**config.mk**
```make
export PLATFORM = sky130hd
export DESIGN_NAME = forth_stack
export DESIGN_NICKNAME = d
export VERILOG_FILES = /design/src/rtl/forth_stack.sv
export SDC_FILE = /design/constraint.sdc
export NUM_CORES = 1
export LEC_CHECK = 0
export CAP_MARGIN = 15
export CORE_MARGIN = 2
export CORE_UTILIZATION = 60
export DETAILED_ROUTE_END_ITERATION = 8
export PLACE_DENSITY = 0.78
export SYNTH_ARGS = -nofsm -noshare
export SYNTH_HDL_FRONTEND = slang
export SYNTH_SLANG_ARGS = --single-unit
```
**constraint.sdc**
```tcl
create_clock -name clock -period 6.3 [get_ports clock]
set_input_delay 1.89 -clock clock [delete_from_list [all_inputs] [get_ports clock]]
set_output_delay 1.89 -clock clock [all_outputs]
set_load 0.01 [all_outputs]
```
**src/rtl/forth_stack.sv**
```systemverilog
// Parametrised Forth stack: registered top-of-stack plus an asynchronous-read cell array.
// Define FORTH_STACK_GUARD_EN to suppress overflow/underflow ops and raise a sticky error flag.
module forth_stack #(
  parameter int WIDTH = 16,
  parameter int DEPTH = 16,
  parameter int AW    = $clog2(DEPTH)
) (
  input  logic             clock,
  input  logic             reset,
  input  logic             op_valid,
  input  logic [2:0]       op,
  input  logic [WIDTH-1:0] din,
  output logic [WIDTH-1:0] tos,
  output logic [WIDTH-1:0] nos,
  output logic [AW:0]      depth,
  output logic             empty,
  output logic             full,
  output logic             error
);

  localparam logic [2:0] OP_NOP     = 3'd0;
  localparam logic [2:0] OP_PUSH    = 3'd1;
  localparam logic [2:0] OP_POP     = 3'd2;
  localparam logic [2:0] OP_DUP     = 3'd3;
  localparam logic [2:0] OP_SWAP    = 3'd4;
  localparam logic [2:0] OP_OVER    = 3'd5;
  localparam logic [2:0] OP_BINOP   = 3'd6;
  localparam logic [2:0] OP_REPLACE = 3'd7;

  localparam logic [AW:0] D_FULL = (AW+1)'(DEPTH);

  logic [WIDTH-1:0] r_mem [DEPTH];
  logic [WIDTH-1:0] r_tos;
  logic [AW-1:0]    r_sp;
  logic [AW:0]      r_depth;

  logic [AW-1:0]    w_sp_inc;
  logic [AW-1:0]    w_sp_dec;
  logic             w_ge1;
  logic             w_ge2;
  logic [WIDTH-1:0] w_n;
  logic             w_exec;
  logic             w_we;
  logic [AW-1:0]    w_waddr;
  logic [WIDTH-1:0] w_wdata;

  function automatic logic [AW:0] sat_inc(input logic [AW:0] d);
    return (d == D_FULL) ? d : d + 1'b1;
  endfunction

  function automatic logic [AW:0] sat_dec(input logic [AW:0] d);
    return (d == '0) ? d : d - 1'b1;
  endfunction

  assign w_sp_inc = r_sp + 1'b1;
  assign w_sp_dec = r_sp - 1'b1;
  assign w_ge1    = (r_depth != '0);
  assign w_ge2    = (r_depth > (AW+1)'(1));
  assign w_n      = w_ge2 ? r_mem[r_sp] : '0;

`ifdef FORTH_STACK_GUARD_EN
  logic w_ovf;
  logic w_unf;
  logic r_error;

  always_comb begin
    w_ovf = 1'b0;
    w_unf = 1'b0;
    case (op)
      OP_PUSH:    w_ovf = (r_depth == D_FULL);
      OP_DUP:     begin w_ovf = (r_depth == D_FULL); w_unf = !w_ge1; end
      OP_OVER:    begin w_ovf = (r_depth == D_FULL); w_unf = !w_ge2; end
      OP_POP:     w_unf = !w_ge1;
      OP_REPLACE: w_unf = !w_ge1;
      OP_SWAP:    w_unf = !w_ge2;
      OP_BINOP:   w_unf = !w_ge2;
      default:    ;
    endcase
  end

  assign w_exec = op_valid && !(w_ovf || w_unf);

  always_ff @(posedge clock) begin
    if (reset)
      r_error <= 1'b0;
    else if (op_valid && (w_ovf || w_unf))
      r_error <= 1'b1;
  end

  assign error = r_error;
`else
  assign w_exec = op_valid;
  assign error  = 1'b0;
`endif

  // Single write port: pushes land above the current second cell, SWAP rewrites it in place.
  always_comb begin
    w_we    = 1'b0;
    w_waddr = w_sp_inc;
    w_wdata = r_tos;
    if (w_exec && !reset) begin
      case (op)
        OP_PUSH, OP_DUP, OP_OVER: w_we = 1'b1;
        OP_SWAP: begin
          w_we    = 1'b1;
          w_waddr = r_sp;
        end
        default: ;
      endcase
    end
  end

  always_ff @(posedge clock) begin
    if (w_we)
      r_mem[w_waddr] <= w_wdata;
  end

  always_ff @(posedge clock) begin
    if (reset) begin
      r_tos   <= '0;
      r_sp    <= AW'(DEPTH - 1);
      r_depth <= '0;
    end else if (w_exec) begin
      case (op)
        OP_PUSH: begin
          r_sp    <= w_sp_inc;
          r_tos   <= din;
          r_depth <= sat_inc(r_depth);
        end
        OP_POP: begin
          r_sp    <= w_sp_dec;
          r_tos   <= w_n;
          r_depth <= sat_dec(r_depth);
        end
        OP_DUP: begin
          r_sp    <= w_sp_inc;
          r_depth <= sat_inc(r_depth);
        end
        OP_SWAP: r_tos <= w_n;
        OP_OVER: begin
          r_sp    <= w_sp_inc;
          r_tos   <= w_n;
          r_depth <= sat_inc(r_depth);
        end
        OP_BINOP: begin
          r_sp    <= w_sp_dec;
          r_tos   <= din;
          r_depth <= sat_dec(r_depth);
        end
        OP_REPLACE: r_tos <= din;
        default: ;
      endcase
    end
  end

  assign tos   = r_tos;
  assign nos   = w_n;
  assign depth = r_depth;
  assign empty = (r_depth == '0);
  assign full  = (r_depth == D_FULL);

endmodule

```
; Word-level counts from Yosys, hierarchy flattened
; Memories as Yosys holds them, arrays and structs flattened. A register that Yosys moved wholly into a read port is not among the register bits.
; Index checks and enable logic that the tools add are counted.
; W data, S select, Z words.
[word_totals]
reg_bits = 25
ramBits = 256
output_inout_bits = 40
wordCells = 46
memories = 1
[mem_list]
columns = name, words, word_bits, read_ports, rd_ports_with_merged_regs, wr, line
row1 = r_mem, 16, 16, 1, 1, 1, 32  ; logic [WIDTH-1:0] r_mem [DEPTH];
[op_classes]
add_sub_neg = 4
n_lt_le_gt_ge = 1
n_eq_ne = 10
n_mux = 14
reduce_logical = 13
[ops]
columns = operator, count
row1 = $pmux W16 S2, 1
row2 = $mux W16, 1
row3 = $mux W4, 4
row4 = $eq A3 B3 Y1 const B, 4
row5 = $mux W5, 2
row6 = $pmux W5 S2, 1
row7 = $reduce_or A3 Y1, 3
row8 = $pmux W4 S2, 1
row9 = $eq A3 B2 Y1 const B, 2
row10 = $add A5 B1 Y5 const B, 1
row11 = $eq A5 B5 Y1 const B, 1
row12 = $gt A5 B1 Y1 const B, 1
row13 = $logic_not A5 Y1, 1
row14 = $sub A5 B1 Y5 const B, 1
row15 = $add A4 B1 Y4 const B, 1
row16 = $mux W1, 4
row17 = $ne A2 B2 Y1 const B, 2
row18 = $reduce_and A2 Y1, 2
row19 = $reduce_and A4 Y1, 1
row20 = $reduce_bool A2 Y1, 2
row21 = $reduce_or A4 Y1, 1
row22 = $sub A4 B1 Y4 const B, 1
row23 = $eq A3 B1 Y1 const B, 1
row24 = $reduce_or A2 Y1, 1
row25 = 2 further kinds, 2

; Longest topological paths before layout
[depth]
word_depth = 6
mapped_depth = 8

; Worst setup path after synthesis
; Ideal clock, no wire load.
[synth_path]
kind = input to register
from = input port op[0]
to = memory r_mem[1][0] (enable)
setup_ns = 0.388
arrival_time_ns = 3.656
setup_slack_ns = 2.255
path_stages = 6
n_path_buf = 1
cell_sequence = clkbuf_1 -> nor4b_1 -> nand2_1 -> nor3_1 -> o21ai_0 -> nor2_1
[synth_via]
elab_chain_cells = 6
[synth_lines]
columns = element, line
row1 = "start, declared", 11  ; input logic [2:0] op,
row2 = "$eq A3 B3 Y1, or another cell as far along", 102  ; case (op)
row3 = $reduce_or A4 Y1 (no source line), n/a
row4 = $mux W1, 102
row5 = $mux W1, 101  ; if (w_exec && !reset) begin
row6 = $mux W1, 114  ; if (w_we)
row7 = $mux W1 (not written as such), 115  ; r_mem[w_waddr] <= w_wdata;
row8 = "end, declared", 32
; Parallel ways exist; a longest one is shown, timed or not.

==> flow_summary.toml <==
[run_status]
run_status = "finished, final reports clean"

[clocking]
insertion_delay_ps = 550
numCtsBuffers = 28
hold_buffers = 0
clk_pin_slew_worst_paths_ps = 60
htreeDepth = 1
root_buffer = "clkbuf_16"
clk_path_buf_depth = 3
cts_resized = 0
cts_tree = "yes"
post_cts_buffers = 0
cts_sinks = 285

[placement]
portBuffers = 60
placed_cells = 903
place_congestion = 0.882
dp_hpwl_um = 14700

[route]
drtIter0Drc = 703
route.vias.total = 6420
drt-met1-wl_um = 9670
ant_nets = 0
wl_met2_um = 13800
first_pass_iters = 5
drt-total-wl_um = 26600
highest_layer = "met4"
wire_per_inst_um = 27.9
wl_met3_um = 2220
drc = 0
vias_per_cell = 6.72

[yosys]
async_flop_share = 0
yosysUniqueCellTypes = 52
yosys_warnings = 0
ys_seq_elements = 285
synthFlopType = "edfxtp_1"
synth_area_per_cell_um2 = 18.0
synth_edf_count = 256
ys_seq_area_frac = 0.725
syn_nets = 661
netlist_area_um2 = 11400
syn_inst = 633

[power_and_ir_drop]
ir_drop_mv = 0.178
power.static_leakage_nw = 4.38
power_density_nw_per_um2 = 331

[critical_path]
crit_chain = "buf_4 -> mux4_2 -> a22oi_1 -> a21oi_1 -> clkdlybuf4s50_1"
max_stage_delay_ps = 980
crit_path_start_kind = "register"
required_ps = 4410
cpMaxStageDelayCell = "dfxtp_4"
cp_max_fo = 50
end_kind = "primary output"
cp.arrival_ps = 3570
worstSetupPathType = "reg2out"

[sta]
setup_violations = 0
hold_viol_final = 0
timing.fmax_mhz = 183
fin_crit_ps = 5460
fin_crit_sh = 0.867
hold_slack_ps = 615
max_slew_margin = 0.195
fin_skew_ps = 9.51
grt_setup_unrepaired = "no"
tightest_slew_ps = 1210
finalSetupTns_ps = 0
drv_slew = 0

[min_path]
hp-class = "reg2reg"

[floorplanning]
die_area_um2 = 20100
num_io_pins = 62
die_w_um = 142
coreArea_um2 = 18700
initial_utilization = 0.609
rows = 50
fp.dieH_um = 142

[cells_and_area]
regArea_um2 = 8270
fillCellCount = 1124
finalNetCount = 728
fin_cells = 955
multi_input_area_um2 = 2950
drive_gt1_frac = 0.202
num_antenna_cells = 0
area_growth_pct = 15.8

[global_routing]
track_usage = 0.271
grt.overflow.total = 0
grt_max_degree = 51
antenna_found_initial = 0
grt_pass1_vias = 6658
grt_pass1_wl_um = 39700

[flow_run]
cap_violations = 0
[critical path: cells and delay by family, from the launching register on]
| kind | cells | cell delay, ps |
|---|---|---|
| AO/OA/AOI/OAI | 2 | 390 |
| buffers and inverters | 2 | 1020 |
| flip-flops | 1 | 980 |
| multiplexers | 1 | 580 |
[synth_stat cells (7+ instances only)]
library cell  number  area, um2
edfxtp_1         256       7690
mux4_2            62       1400
nor2_1            46        173
a22oi_1           29        218
dfxtp_1           29        581
nor3_1            25        125
nand2_1           22       82.6
a21oi_1           21        105
clkbuf_1          20       75.1
buf_2             12       60.1
a221oi_1          11       96.3
inv_1              8       30.0
xnor2_1            7       61.3
[worst paths after layout]
path | start | to | slack, ps | depth (start not counted)
max reg2reg | r_sp[0] | r_mem[2][13] | 3230 | 4
min reg2reg | depth[4] | depth[4] | 610 | 2
min | depth[4] | depth[4] | 610 | 2
max | register | nos[5] | 840 | 5
[routing by layer]
metal  vias to the layer above  track usage
met4                         0        0.108
met2                       373        0.468
met5                         -            0
li1                       2693            -
met1                      3275        0.344
met3                        79       0.0513
[stage by stage]
stage / util / power, mW / setup WS (ps) / area (um2)
6_report: 0.706 / 4.38 / 836 / 13200
5_1_grt: 0.706 / 4.50 / 576 / 13200
4_1_cts: 0.705 / 4.39 / 763 / 13200
3_5_place_dp: 0.655 / 2.70 / 1210 / 12300
3_3_place_gp: 0.655 / 2.69 / 1330 / 12300
2_1_floorplan: - / 2.51 / 2260 / 11400
[flip-flops by register name (all words and copies together), names as in the netlist, named ones only]
register / flops
depth: 5
r_mem: 256
r_sp: 4
tos: 16
[logic make-up (layout without fill, tap and decap cells)]
group	after synthesis	count (layout)	synth area share
AO/OA/AOI/OAI	90	90	0.0588
XOR/XNOR	11	11	0.00845
adder cells (fa/ha/maj)	6	6	0.00658
buffers and inverters	47	135	0.0204
flip-flops	285	285	0.725
multiplexers	67	67	0.127
other	1	1	0.000329
AND/OR/NAND/NOR	126	126	0.0531
[report_power, final]
part	total, mW	switching, mW	internal (mW)	leakage (nW)
Combinational	0.465	0.246	0.220	1.35
Sequential	2.21	0.0918	2.12	2.57
Clock	1.71	0.683	1.02	0.458
[area by class of cell]
class | instances | area share
Clock buffer | 36 | 0.0553
Clock inverter | 15 | 0.0156
Sequential cell | 285 | 0.626
Multi-Input combinational cell | 301 | 0.223
Tap cell | 234 | 0.0222
Timing Repair Buffer | 76 | 0.0551
Inverter | 8 | 0.00227
[placed cells by master (no fill, tap or decap), types with 2 or more instances in the layout]
cell type,instances
a21oi_1,21
xnor2_1,7
nand2b_1,6
ha_1,6
buf_4,15
and2_1,2
clkbuf_1,8
xor2_1,4
o211ai_1,3
o21ai_0,3
nor3b_1,3
nor2_1,28
nand2_1,22
a22oi_2,2
clkinv_1,4
nor2_2,18
edfxtp_1,256
dfxtp_1,27
a221oi_2,4
clkinv_2,5
mux4_2,62
and3_1,3
clkbuf_16,28
nand3_1,5
o21a_1,3
bufinv_16,5
mux2_2,2
nor3_1,25
nand3b_1,2
nor4_1,2
a221oi_1,11
a22oi_1,29
mux2i_1,3
clkdlybuf4s50_1,60
inv_1,8
nor2b_1,4
o21ai_1,3
No activity file was read; power rests on OpenSTA's default activity.
